$ cat config.mk
export PLATFORM = sky130hd
export DESIGN_NAME = theta_ramp
export DESIGN_NICKNAME = d
export VERILOG_FILES = /design/src/rtl/theta_ramp.sv
export SDC_FILE = /design/constraint.sdc
export NUM_CORES = 1
export LEC_CHECK = 0
export BUFFER_PORTS_ARGS = -buffer_cell sky130_fd_sc_hd__buf_2
export CAP_MARGIN = 20
export CORE_MARGIN = 5
export CORE_UTILIZATION = 54
export CTS_CLUSTER_DIAMETER = 50
export DETAILED_ROUTE_END_ITERATION = 6
export HOLD_SLACK_MARGIN = 0.05
export PLACE_DENSITY = 0.83
export SLEW_MARGIN = 10
export SYNTH_ARGS = -nofsm -noshare
export SYNTH_HDL_FRONTEND = slang
export SYNTH_SLANG_ARGS = --single-unit
$ cat constraint.sdc
create_clock -name i_clock -period 2.2 [get_ports i_clock]
set_input_delay 0.44 -clock i_clock [delete_from_list [all_inputs] [get_ports i_clock]]
set_output_delay 0.44 -clock i_clock [all_outputs]
set_load 0.1 [all_outputs]
$ cat src/rtl/theta_ramp.sv
// Angle ramp generator: walks o_theta one degree at a time toward a clamped target,
// with one step every STEP_DIV cycles, a hold input and a one-cycle update strobe.
module theta_ramp #(
  parameter int STEP_DIV   = 50000,
  parameter int THETA_MIN  = 0,
  parameter int THETA_MAX  = 180,
  parameter int THETA_INIT = 90
) (
  input  logic       i_clock,
  input  logic       i_reset,
  input  logic [7:0] i_theta_target,
  input  logic       i_load,
  input  logic       i_hold,
  output logic [7:0] o_theta,
  output logic       o_update,
  output logic       o_busy,
  output logic       o_at_target
);

  typedef enum logic [1:0] {StIdle, StUp, StDown} state_e;

  localparam logic [23:0] StepLast  = 24'(STEP_DIV - 1);
  localparam logic [7:0]  ThetaMin  = 8'(THETA_MIN);
  localparam logic [7:0]  ThetaMax  = 8'(THETA_MAX);
  localparam logic [7:0]  ThetaInit = 8'(THETA_INIT);

  state_e      state_q, state_d, state_eval;
  logic [7:0]  target_q, target_d;
  logic [7:0]  theta_q, theta_d;
  logic [23:0] presc_q, presc_d;
  logic        update_q, update_d;
  logic [7:0]  target_clamped;
  int          target_in;

  // Widen to a signed int so the lower bound compare stays meaningful when THETA_MIN is 0.
  always_comb begin
    target_in = int'({24'd0, i_theta_target});
    if (target_in < THETA_MIN) begin
      target_clamped = ThetaMin;
    end else if (target_in > THETA_MAX) begin
      target_clamped = ThetaMax;
    end else begin
      target_clamped = i_theta_target;
    end
  end

  always_comb begin
    if (target_q == theta_q) begin
      state_eval = StIdle;
    end else if (target_q > theta_q) begin
      state_eval = StUp;
    end else begin
      state_eval = StDown;
    end
  end

  always_comb begin
    state_d  = state_q;
    target_d = target_q;
    theta_d  = theta_q;
    presc_d  = presc_q;
    update_d = 1'b0;

    if (i_load) begin
      target_d = target_clamped;
    end

    if (!i_hold) begin
      state_d = state_eval;
      // A step is only taken when the direction still stands; this keeps a load that
      // lands on o_theta from overshooting and keeps o_theta inside the legal range.
      if (state_eval != state_q || state_q == StIdle) begin
        presc_d = '0;
      end else if (presc_q == StepLast) begin
        presc_d  = '0;
        update_d = 1'b1;
        theta_d  = (state_q == StUp) ? theta_q + 8'd1 : theta_q - 8'd1;
      end else begin
        presc_d = presc_q + 24'd1;
      end
    end
  end

  always_ff @(posedge i_clock) begin
    if (i_reset) begin
      state_q  <= StIdle;
      target_q <= ThetaInit;
      theta_q  <= ThetaInit;
      presc_q  <= '0;
      update_q <= 1'b0;
    end else begin
      state_q  <= state_d;
      target_q <= target_d;
      theta_q  <= theta_d;
      presc_q  <= presc_d;
      update_q <= update_d;
    end
  end

  assign o_theta     = theta_q;
  assign o_update    = update_q;
  assign o_busy      = (state_q != StIdle);
  assign o_at_target = (theta_q == target_q);

endmodule
Word level (Yosys, flattened, before mapping) --
Cells that the tools add are included.
Cells by class: shift-type cells 0, mux-type cells 7, add/sub/neg operators 3, multipliers 0, $lt $le $gt $ge 2, divide/modulo/power cells 0, bitwise logic cells 2, reduce and logical (&&, ||, !) cells 5, eq/ne operators 5
Operator list (number):
- $mux W24 | 2
- $add A24 B1 Y24 const B | 1
- $eq A24 B16 Y1 const B | 1
- $eq A8 B8 Y1 | 2
- $mux W8 | 2
- $add A8 B1 Y8 const B | 1
- $gt A8 B8 Y1 | 1
- $gt A8 B8 Y1 const B | 1
- $sub A8 B1 Y8 const B | 1
- $mux W2 | 2
- $reduce_and A3 Y1 | 1
- $reduce_or A3 Y1 | 1
- $eq A2 B1 Y1 const B | 1
- $logic_not A2 Y1 | 1
- $ne A2 B2 Y1 | 1
- $not A1 Y1 | 2
- $reduce_bool A2 Y1 | 1
- $logic_or A1 B1 Y1 | 1
- $mux W1 | 1
Storage, ports and cells: memory bits (writable) 0, flip-flop bits (word level) 43, input port bits 12, latch bits 0, memories 0, logic and storage cells 29, bits in read-only memories 0

Logic depth before layout (Yosys ltp) --
Gate-level depths: netlist of run 1.
depth after elaboration 7, gate-level depth with buffers 10, mapped depth without buffers 8

Least setup slack after synthesis of run 1 --
OpenSTA, ideal clock, no wires.
path type reg-to-reg, start reg theta_q[7], in the netlist o_theta[7], end reg theta_q[1], in the netlist o_theta[1], data required time 2.080 ns, arrival 3.726 ns, stages on the path, launching flop included 9, slack -1.645 ns, period minus slack after synthesis 3.845 ns, cells stage by stage dfxtp_1 inv_1 ha_1 nand4_1 nor2_1 nor3_1 nand4_4 nand2_1 a211o_1
On the way: longest elaborated chain between the ends 7, elaborated cells on any way between the ends 8
RTL lines:
- start: declaration | RTL line 29 | logic [7:0] theta_q, theta_d;
- start signal: assignment | RTL line 88 | theta_q <= ThetaInit;
- start signal: assignment | RTL line 94 | theta_q <= theta_d;
- $gt A8 B8 Y1 | RTL line 50 | end else if (target_q > theta_q) begin
- $mux W2 | RTL line 50
- $mux W2 (*) | RTL line 48 | if (target_q == theta_q) begin
- $ne A2 B2 Y1 (*) | RTL line 72 | if (state_eval != state_q || state_q == StIdle) begin
- $logic_or A1 B1 Y1 (*) | RTL line 72
- $not A1 Y1 (no source line) (*)
- $reduce_and A3 Y1 (no source line) (*)
Mark *: on every way between the ends. The rest lies on a longest branch, timed or not. A chain may end at the register's enable or synchronous reset.

Worst setup path after layout of run 1 --
start reg theta_q[2], in the netlist o_theta[2], end out o_at_target
On the way: longest elaborated chain between the ends 1
RTL lines:
- $eq A8 B8 Y1 | RTL line 103 | assign o_at_target = (theta_q == target_q);
- end: declaration | RTL line 17 | output logic o_at_target
Every way passes these cells.

==> impl_metrics.xml, run 1 <==
<?xml version="1.0" encoding="UTF-8"?>
<metrics>
  <group name="sta">
    <metric name="timing.hold.ws" unit="ps">374</metric>
    <metric name="fin_tns_setup" unit="ps">0</metric>
    <metric name="slew_headroom" unit="%">67.1</metric>
    <metric name="finalWorstPathRequiredPeriod" unit="ps">2180</metric>
    <metric name="finalHoldViolCount" unit="">0</metric>
    <metric name="fin_ws" unit="ps">15.5</metric>
    <metric name="worst_pin_slew" unit="ps">496</metric>
    <metric name="finalCritPeriodShare" unit="%">99.3</metric>
    <metric name="fin_worst_skew" unit="ps">9.14</metric>
    <metric name="setup_viol_count_final" unit="">0</metric>
    <metric name="achievable-frequency" unit="MHz">458</metric>
    <metric name="report.final.slew_viol_count" unit="">0</metric>
  </group>
  <group name="run_status">
    <metric name="run_status" unit="">complete, no violations</metric>
  </group>
  <group name="synthesis">
    <metric name="ys_warn_count" unit="">0</metric>
    <metric name="count_of_mapped_cells_out_of_synthesis" unit="">336</metric>
    <metric name="post_synth_mux_area_share" unit="%">0.804</metric>
    <metric name="synth_enable_flop_cells" unit="">0</metric>
    <metric name="synthXorXnorAreaFrac" unit="%">4.30</metric>
    <metric name="dominantRegCellSynth" unit="">sky130_fd_sc_hd__dfxtp_1</metric>
    <metric name="post_synth.cell_area_avg" unit="um2">7.87</metric>
    <metric name="synth_top_family_by_area" unit="">simple AND/OR/NAND/NOR gates</metric>
    <metric name="synth_compound_gate_area_share" unit="%">19.4</metric>
    <metric name="synth_cell_types" unit="">47</metric>
    <metric name="netlist_area" unit="um2">2650</metric>
    <metric name="synthArstFlopShare" unit="%">0</metric>
    <metric name="synth_fa_ha_area_share" unit="%">7.85</metric>
    <metric name="ys_seq_elements" unit="">43</metric>
    <metric name="post_synth_and_or_nand_nor_area_fraction" unit="%">31.6</metric>
    <metric name="synthesis.nets" unit="">364</metric>
    <metric name="synth.yosys.seq_area_share" unit="%">32.5</metric>
  </group>
  <group name="layout">
    <metric name="antennaDiodeCount" unit="">0</metric>
    <metric name="final_cells" unit="">455</metric>
    <metric name="finish.utilization" unit="%">69.8</metric>
    <metric name="design.final.nets" unit="">415</metric>
    <metric name="post-route-cell-area" unit="um2">3320</metric>
    <metric name="final.fill_count" unit="">395</metric>
    <metric name="area.growth.synth_to_final" unit="%">25.4</metric>
    <metric name="final_layout_size_suffix_gt1_share" unit="%">27.3</metric>
    <metric name="layout.cells.most_common_list" unit="">52 x sky130_fd_sc_hd__nand2_1, 32 x sky130_fd_sc_hd__buf_4, 31 x sky130_fd_sc_hd__dfxtp_1</metric>
    <metric name="final_common_cell" unit="">sky130_fd_sc_hd__nand2_1</metric>
  </group>
  <group name="global_routing">
    <metric name="grt_start_max_net_pins" unit="">23</metric>
    <metric name="grt_usage" unit="%">22.3</metric>
    <metric name="wire_length_of_the_first_global_routing_pass" unit="um">11500</metric>
    <metric name="grt_util_met2" unit="%">38.8</metric>
    <metric name="grt-busiest-layer" unit="">met2</metric>
    <metric name="globalRouteMet3Util" unit="%">4.40</metric>
    <metric name="first_global_vias" unit="">2535</metric>
    <metric name="antenna_violations_before_repair" unit="">0</metric>
    <metric name="grt.met1_usage" unit="%">27.3</metric>
    <metric name="grt_overflow_total" unit="">0</metric>
  </group>
  <group name="clocking">
    <metric name="cts_buffer_depth" unit="">2</metric>
    <metric name="tritoncts" unit="">yes</metric>
    <metric name="number_of_clock_buffers_inserted_by_tritoncts" unit="">5</metric>
    <metric name="clock_insertion_delay_worst_skew" unit="ps">300</metric>
    <metric name="buffer_type_at_the_clock_tree_root" unit="">sky130_fd_sc_hd__clkbuf_8</metric>
    <metric name="cts.clk_slew.worst_paths" unit="ps">80</metric>
    <metric name="cts.hold.buffers_added" unit="">0</metric>
    <metric name="h_tree_depth" unit="">2</metric>
    <metric name="tritoncts_num_sinks" unit="">43</metric>
  </group>
  <group name="route">
    <metric name="wl_per_cell" unit="um">15.4</metric>
    <metric name="detail_route.vias_per_cell" unit="">5.95</metric>
    <metric name="via_count" unit="">2708</metric>
    <metric name="detail_route.drc_violations" unit="">0</metric>
    <metric name="drtPass1Iterations" unit="">4</metric>
    <metric name="detail-route-antenna-nets" unit="">0</metric>
    <metric name="drtIter0Drc" unit="">273</metric>
    <metric name="postRouteWirelength" unit="um">7020</metric>
  </group>
  <group name="min_path">
    <metric name="min_path_type" unit="">in2reg</metric>
  </group>
  <group name="setup_path">
    <metric name="crit_buf_inv" unit="">2</metric>
    <metric name="master_of_the_slowest_instance_on_the_critical_path" unit="">sky130_fd_sc_hd__dfxtp_4</metric>
    <metric name="cp_data_required_time" unit="ps">1760</metric>
    <metric name="timing_worst_setup_path_type" unit="">reg2out</metric>
    <metric name="worst-endpoint-arrival" unit="ps">1740</metric>
    <metric name="critical-path-max-stage-delay" unit="ps">370</metric>
    <metric name="crit_path_start_kind" unit="">flip-flop</metric>
    <metric name="reg2reg_setup_slack" unit="ps">40</metric>
    <metric name="crit_chain" unit="">inv_1 -&gt; ha_1 -&gt; nand4_1 -&gt; nor2_4 -&gt; buf_12</metric>
    <metric name="timing.critical_path.fanout_max" unit="">4</metric>
    <metric name="end_kind" unit="">output port</metric>
    <metric name="path_delay_family" unit="">simple AND/OR/NAND/NOR gates</metric>
  </group>
  <group name="placement">
    <metric name="placedCellCount" unit="">439</metric>
    <metric name="place_congestion" unit="">0.922</metric>
    <metric name="number_of_buffers_inserted_by_port_buffering" unit="">22</metric>
    <metric name="detailedPlace.worstSlack" unit="ps">4.91</metric>
    <metric name="dp_hpwl" unit="um">4870</metric>
    <metric name="place_area" unit="um2">3080</metric>
  </group>
  <group name="die">
    <metric name="design.portCount" unit="">23</metric>
    <metric name="coreArea" unit="um2">4750</metric>
    <metric name="die_h" unit="um">80.0</metric>
    <metric name="die-area" unit="um2">6400</metric>
    <metric name="die_width" unit="um">80.0</metric>
    <metric name="floorplan.initialDensity" unit="%">55.6</metric>
    <metric name="row_count" unit="">25</metric>
  </group>
  <group name="pwr">
    <metric name="leakage" unit="nW">1.34</metric>
    <metric name="powerDensity" unit="nW/um2">493</metric>
    <metric name="worst_ir_drop_vdd" unit="V">0.000281</metric>
    <metric name="power.total" unit="mW">1.64</metric>
  </group>
  <group name="run">
    <metric name="cap_violations" unit="">0</metric>
  </group>
</metrics>
-- layer usage --
metal | vias up | wire, um
li1 | 1316 | -
met1 | 1287 | 3050
met5 | - | 0
met3 | 15 | 338
met4 | 0 | 109
met2 | 90 | 3520
-- worst paths after layout --
check	startpoint	endpoint	cells past startpoint
setup / recovery	o_theta[2]$_SDFFE_PP0P_	o_at_target	5
hold / removal	i_theta_target[7]	target_q[6]$_SDFFE_PP1P_	2
setup reg to reg	target_q[1]$_SDFFE_PP1P_	o_theta[7]$_SDFFE_PP0P_	7
hold reg to reg	presc_q[1]$_SDFFE_PP0N_	presc_q[1]$_SDFFE_PP0N_	2
-- cell families after synthesis --
family | after synthesis
fa+ha+maj | 16
buf+inv | 24
compound gates | 77
xor+xnor | 13
flops | 43
mux | 2
simple gates | 161
-- layout make-up --
cell class,instances,area [um2],share of cell area (%)
Multi-Input combinational cell,269,1830,55.2
Sequential cell,43,896,27.0
Timing Repair Buffer,55,377,11.3
Tap cell,67,83.8,2.53
Clock buffer,8,80.1,2.41
Inverter,13,48.8,1.47
-- power breakdown --
part           switching, mW  internal (mW)
clock network          0.266          0.226
registers             0.0146          0.783
logic                  0.200          0.146
total                  0.481           1.15
-- cells in the mapped netlist (all sizes together), types with 5 or more instances --
master	count	area [um2]
o21ai	17	85.1
o211ai	7	52.6
nand2	54	203
nor2b	11	68.8
a21oi	19	95.1
xor2	5	43.8
nor4	7	58.8
ha	15	188
nand3	14	70.1
and3	6	37.5
dfxtp	43	861
inv	13	48.8
and2	7	43.8
clkbuf	8	30.0
o22ai	12	75.1
nor3	10	50.1
xnor2	8	70.1
nor2	29	119
and4	5	43.8
nand4	8	65.1
-- repair_timing --
item,in CTS,in global routing
pin swaps,7,7
gates resized for setup,1,21
buffers inserted,5,3
endpoints found under the setup margin,2,28
-- state kept, by name, indices dropped and copies added (netlist names) --
| signal | cells |
|---|---|
| presc_q | 24 |
| o_theta | 8 |
| target_q | 8 |
| state_q | 2 |
| o_update | 1 |
Note: power is estimated with default switching activity, not from simulation.
==> run 2: changes to the inputs <==
Settings changed: PLACE_DENSITY 0.83 to 0.81.
==> run 2 against run 1 <==
  * The flow now finishes with violations (negative setup slack)
  * Cell count is 0.22% higher
  * Sequential cell count stayed put
  * Sequential share of layout area is 0.86 points lower
  * Combinational power increased by 4%
  * Core utilization up 2.0 points
  * Die area unchanged
  * Critical endpoint is now o_theta[7]$_SDFFE_PP0P_
==> impl_metrics.xml, run 2 (synthesis gave the netlist of run 1 again) <==
<?xml version="1.0" encoding="UTF-8"?>
<metrics>
  <group name="run_status">
    <metric name="violations" unit="">negative setup slack</metric>
    <metric name="run_status" unit="">complete, but fails checks</metric>
  </group>
  <group name="clocking">
    <metric name="tritoncts" unit="">yes</metric>
    <metric name="cts.hold.buffers_added" unit="">0</metric>
    <metric name="clock_insertion_delay_worst_skew" unit="ps">310</metric>
    <metric name="number_of_clock_buffers_inserted_by_tritoncts" unit="">5</metric>
    <metric name="cts_buffer_depth" unit="">2</metric>
    <metric name="cts.clk_slew.worst_paths" unit="ps">80</metric>
    <metric name="tritoncts_num_sinks" unit="">43</metric>
    <metric name="buffer_type_at_the_clock_tree_root" unit="">sky130_fd_sc_hd__clkbuf_8</metric>
    <metric name="h_tree_depth" unit="">2</metric>
  </group>
  <group name="global_routing">
    <metric name="grt_overflow_total" unit="">0</metric>
    <metric name="grt_usage" unit="%">22.4</metric>
    <metric name="wire_length_of_the_first_global_routing_pass" unit="um">11500</metric>
    <metric name="grt-busiest-layer" unit="">met2</metric>
    <metric name="grt.met1_usage" unit="%">25.3</metric>
    <metric name="grt_util_met2" unit="%">41.5</metric>
    <metric name="antenna_violations_before_repair" unit="">0</metric>
    <metric name="globalRouteMet3Util" unit="%">3.95</metric>
    <metric name="first_global_vias" unit="">2532</metric>
    <metric name="grt_start_max_net_pins" unit="">17</metric>
  </group>
  <group name="die">
    <metric name="die_width" unit="um">80.0</metric>
    <metric name="design.portCount" unit="">23</metric>
    <metric name="die-area" unit="um2">6400</metric>
    <metric name="die_h" unit="um">80.0</metric>
    <metric name="coreArea" unit="um2">4750</metric>
    <metric name="row_count" unit="">25</metric>
    <metric name="floorplan.initialDensity" unit="%">55.6</metric>
  </group>
  <group name="layout">
    <metric name="design.final.nets" unit="">416</metric>
    <metric name="finish.utilization" unit="%">71.8</metric>
    <metric name="final.fill_count" unit="">381</metric>
    <metric name="largest_register" unit="">presc_q</metric>
    <metric name="area.growth.synth_to_final" unit="%">29.0</metric>
    <metric name="final_layout_size_suffix_gt1_share" unit="%">28.8</metric>
    <metric name="antennaDiodeCount" unit="">0</metric>
    <metric name="number_of_flip_flops_under_the_largest_register_name" unit="">24</metric>
    <metric name="layout.cells.most_common_list" unit="">52 x sky130_fd_sc_hd__nand2_1, 34 x sky130_fd_sc_hd__dfxtp_1, 28 x sky130_fd_sc_hd__buf_4</metric>
    <metric name="final_common_cell" unit="">sky130_fd_sc_hd__nand2_1</metric>
  </group>
  <group name="sta">
    <metric name="worst_pin_slew" unit="ps">958</metric>
    <metric name="achievable-frequency" unit="MHz">445</metric>
    <metric name="finalHoldViolCount" unit="">0</metric>
    <metric name="fin_tns_setup" unit="ps">-46.2</metric>
    <metric name="finalCritPeriodShare" unit="%">102</metric>
    <metric name="rsz0062_at_grt" unit="">true</metric>
    <metric name="report.final.slew_viol_count" unit="">0</metric>
    <metric name="finalWorstPathRequiredPeriod" unit="ps">2250</metric>
    <metric name="setup_viol_count_final" unit="">1</metric>
    <metric name="slew_headroom" unit="%">36.0</metric>
    <metric name="fin_worst_skew" unit="ps">8.60</metric>
    <metric name="fin_ws" unit="ps">-46.2</metric>
  </group>
  <group name="route">
    <metric name="wl_per_cell" unit="um">16.5</metric>
    <metric name="detail-route-antenna-nets" unit="">0</metric>
    <metric name="postRouteWirelength" unit="um">7530</metric>
    <metric name="drtIter0Drc" unit="">277</metric>
    <metric name="detail_route.drc_violations" unit="">0</metric>
    <metric name="drtPass1Iterations" unit="">5</metric>
    <metric name="detail_route.vias_per_cell" unit="">5.98</metric>
    <metric name="via_count" unit="">2729</metric>
  </group>
  <group name="setup_path">
    <metric name="critical-path-max-stage-delay" unit="ps">400</metric>
    <metric name="timing_worst_setup_path_type" unit="">reg2reg</metric>
    <metric name="critical-path-top-cell-by-count" unit="">sky130_fd_sc_hd__a21oi_2</metric>
    <metric name="end_kind" unit="">flip-flop</metric>
    <metric name="worst-endpoint-arrival" unit="ps">2440</metric>
    <metric name="cp_data_required_time" unit="ps">2400</metric>
    <metric name="reg2reg_setup_slack" unit="ps">-50</metric>
    <metric name="path_delay_family" unit="">compound AO/OA/AOI/OAI gates</metric>
    <metric name="crit_buf_inv" unit="">3</metric>
    <metric name="timing.critical_path.fanout_max" unit="">5</metric>
    <metric name="crit_chain" unit="">inv_4 -&gt; ha_4 -&gt; nand4_1 -&gt; buf_4 -&gt; a21oi_2 -&gt; buf_6 -&gt; o2111ai_4 -&gt; a21oi_2 -&gt; mux2_2</metric>
    <metric name="master_of_the_slowest_instance_on_the_critical_path" unit="">sky130_fd_sc_hd__dfxtp_4</metric>
    <metric name="crit_path_start_kind" unit="">flip-flop</metric>
  </group>
  <group name="min_path">
    <metric name="min_path_type" unit="">in2reg</metric>
  </group>
  <group name="run">
    <metric name="cap_violations" unit="">0</metric>
  </group>
  <group name="placement">
    <metric name="place_congestion" unit="">0.851</metric>
    <metric name="detailedPlace.worstSlack" unit="ps">-48.3</metric>
    <metric name="number_of_buffers_inserted_by_port_buffering" unit="">22</metric>
    <metric name="dp_hpwl" unit="um">4840</metric>
  </group>
  <group name="pwr">
    <metric name="power.total" unit="mW">1.86</metric>
    <metric name="powerDensity" unit="nW/um2">545</metric>
    <metric name="leakage" unit="nW">1.38</metric>
    <metric name="worst_ir_drop_vdd" unit="V">0.000503</metric>
  </group>
</metrics>
run 2: worst paths after layout:
check | startpoint | endpoint | cells past startpoint
hold / removal | i_theta_target[7] | target_q[6]$_SDFFE_PP1P_ | 2
setup reg to reg | o_theta[5]$_SDFFE_PP0P_ | o_theta[7]$_SDFFE_PP0P_ | 9
hold reg to reg | presc_q[0]$_SDFFE_PP0N_ | presc_q[0]$_SDFFE_PP0N_ | 2
setup / recovery | o_theta[5]$_SDFFE_PP0P_ | o_theta[7]$_SDFFE_PP0P_ | 9
run 2: through the flow:
step                cells  cell area (um2)  hold slack [ps]
finish                456             3410              362
global route          456             3410              374
CTS                   448             3250              360
detailed placement    436             3060              483
global placement      436             3060              478
floorplan             336             2740              447
run 2: layout make-up:
| cell class | instances | area, um2 | share of cell area, % |
|---|---|---|---|
| multi-input cells | 270 | 1860 | 54.4 |
| well taps | 67 | 83.8 | 2.46 |
| repair buffers | 55 | 400 | 11.7 |
| clock buffers | 7 | 97.6 | 2.86 |
| clock inverters | 1 | 30.0 | 0.880 |
| inverters | 13 | 51.3 | 1.50 |
| flip-flops and latches | 43 | 892 | 26.1 |
run 2: what timing repair did:
action | 4_1_cts | 5_1_grt
gates cloned | 0 | 2
gates resized for setup | 3 | 28
pin swaps | 2 | 16
buffers inserted | 4 | 6
endpoints found under the setup margin | 4 | 28
run 2: report_power, final:
| group | switching, mW | internal (mW) | total, mW |
|---|---|---|---|
| clock network | 0.294 | 0.408 | 0.703 |
| logic | 0.212 | 0.149 | 0.361 |
| registers | 0.0132 | 0.783 | 0.796 |
run 2: metal layers:
layer  vias up  wire length [um]
met5         -                 0
met2        99              3940
met1      1299              2950
li1       1310                 -
met3        21               387
met4         0               252
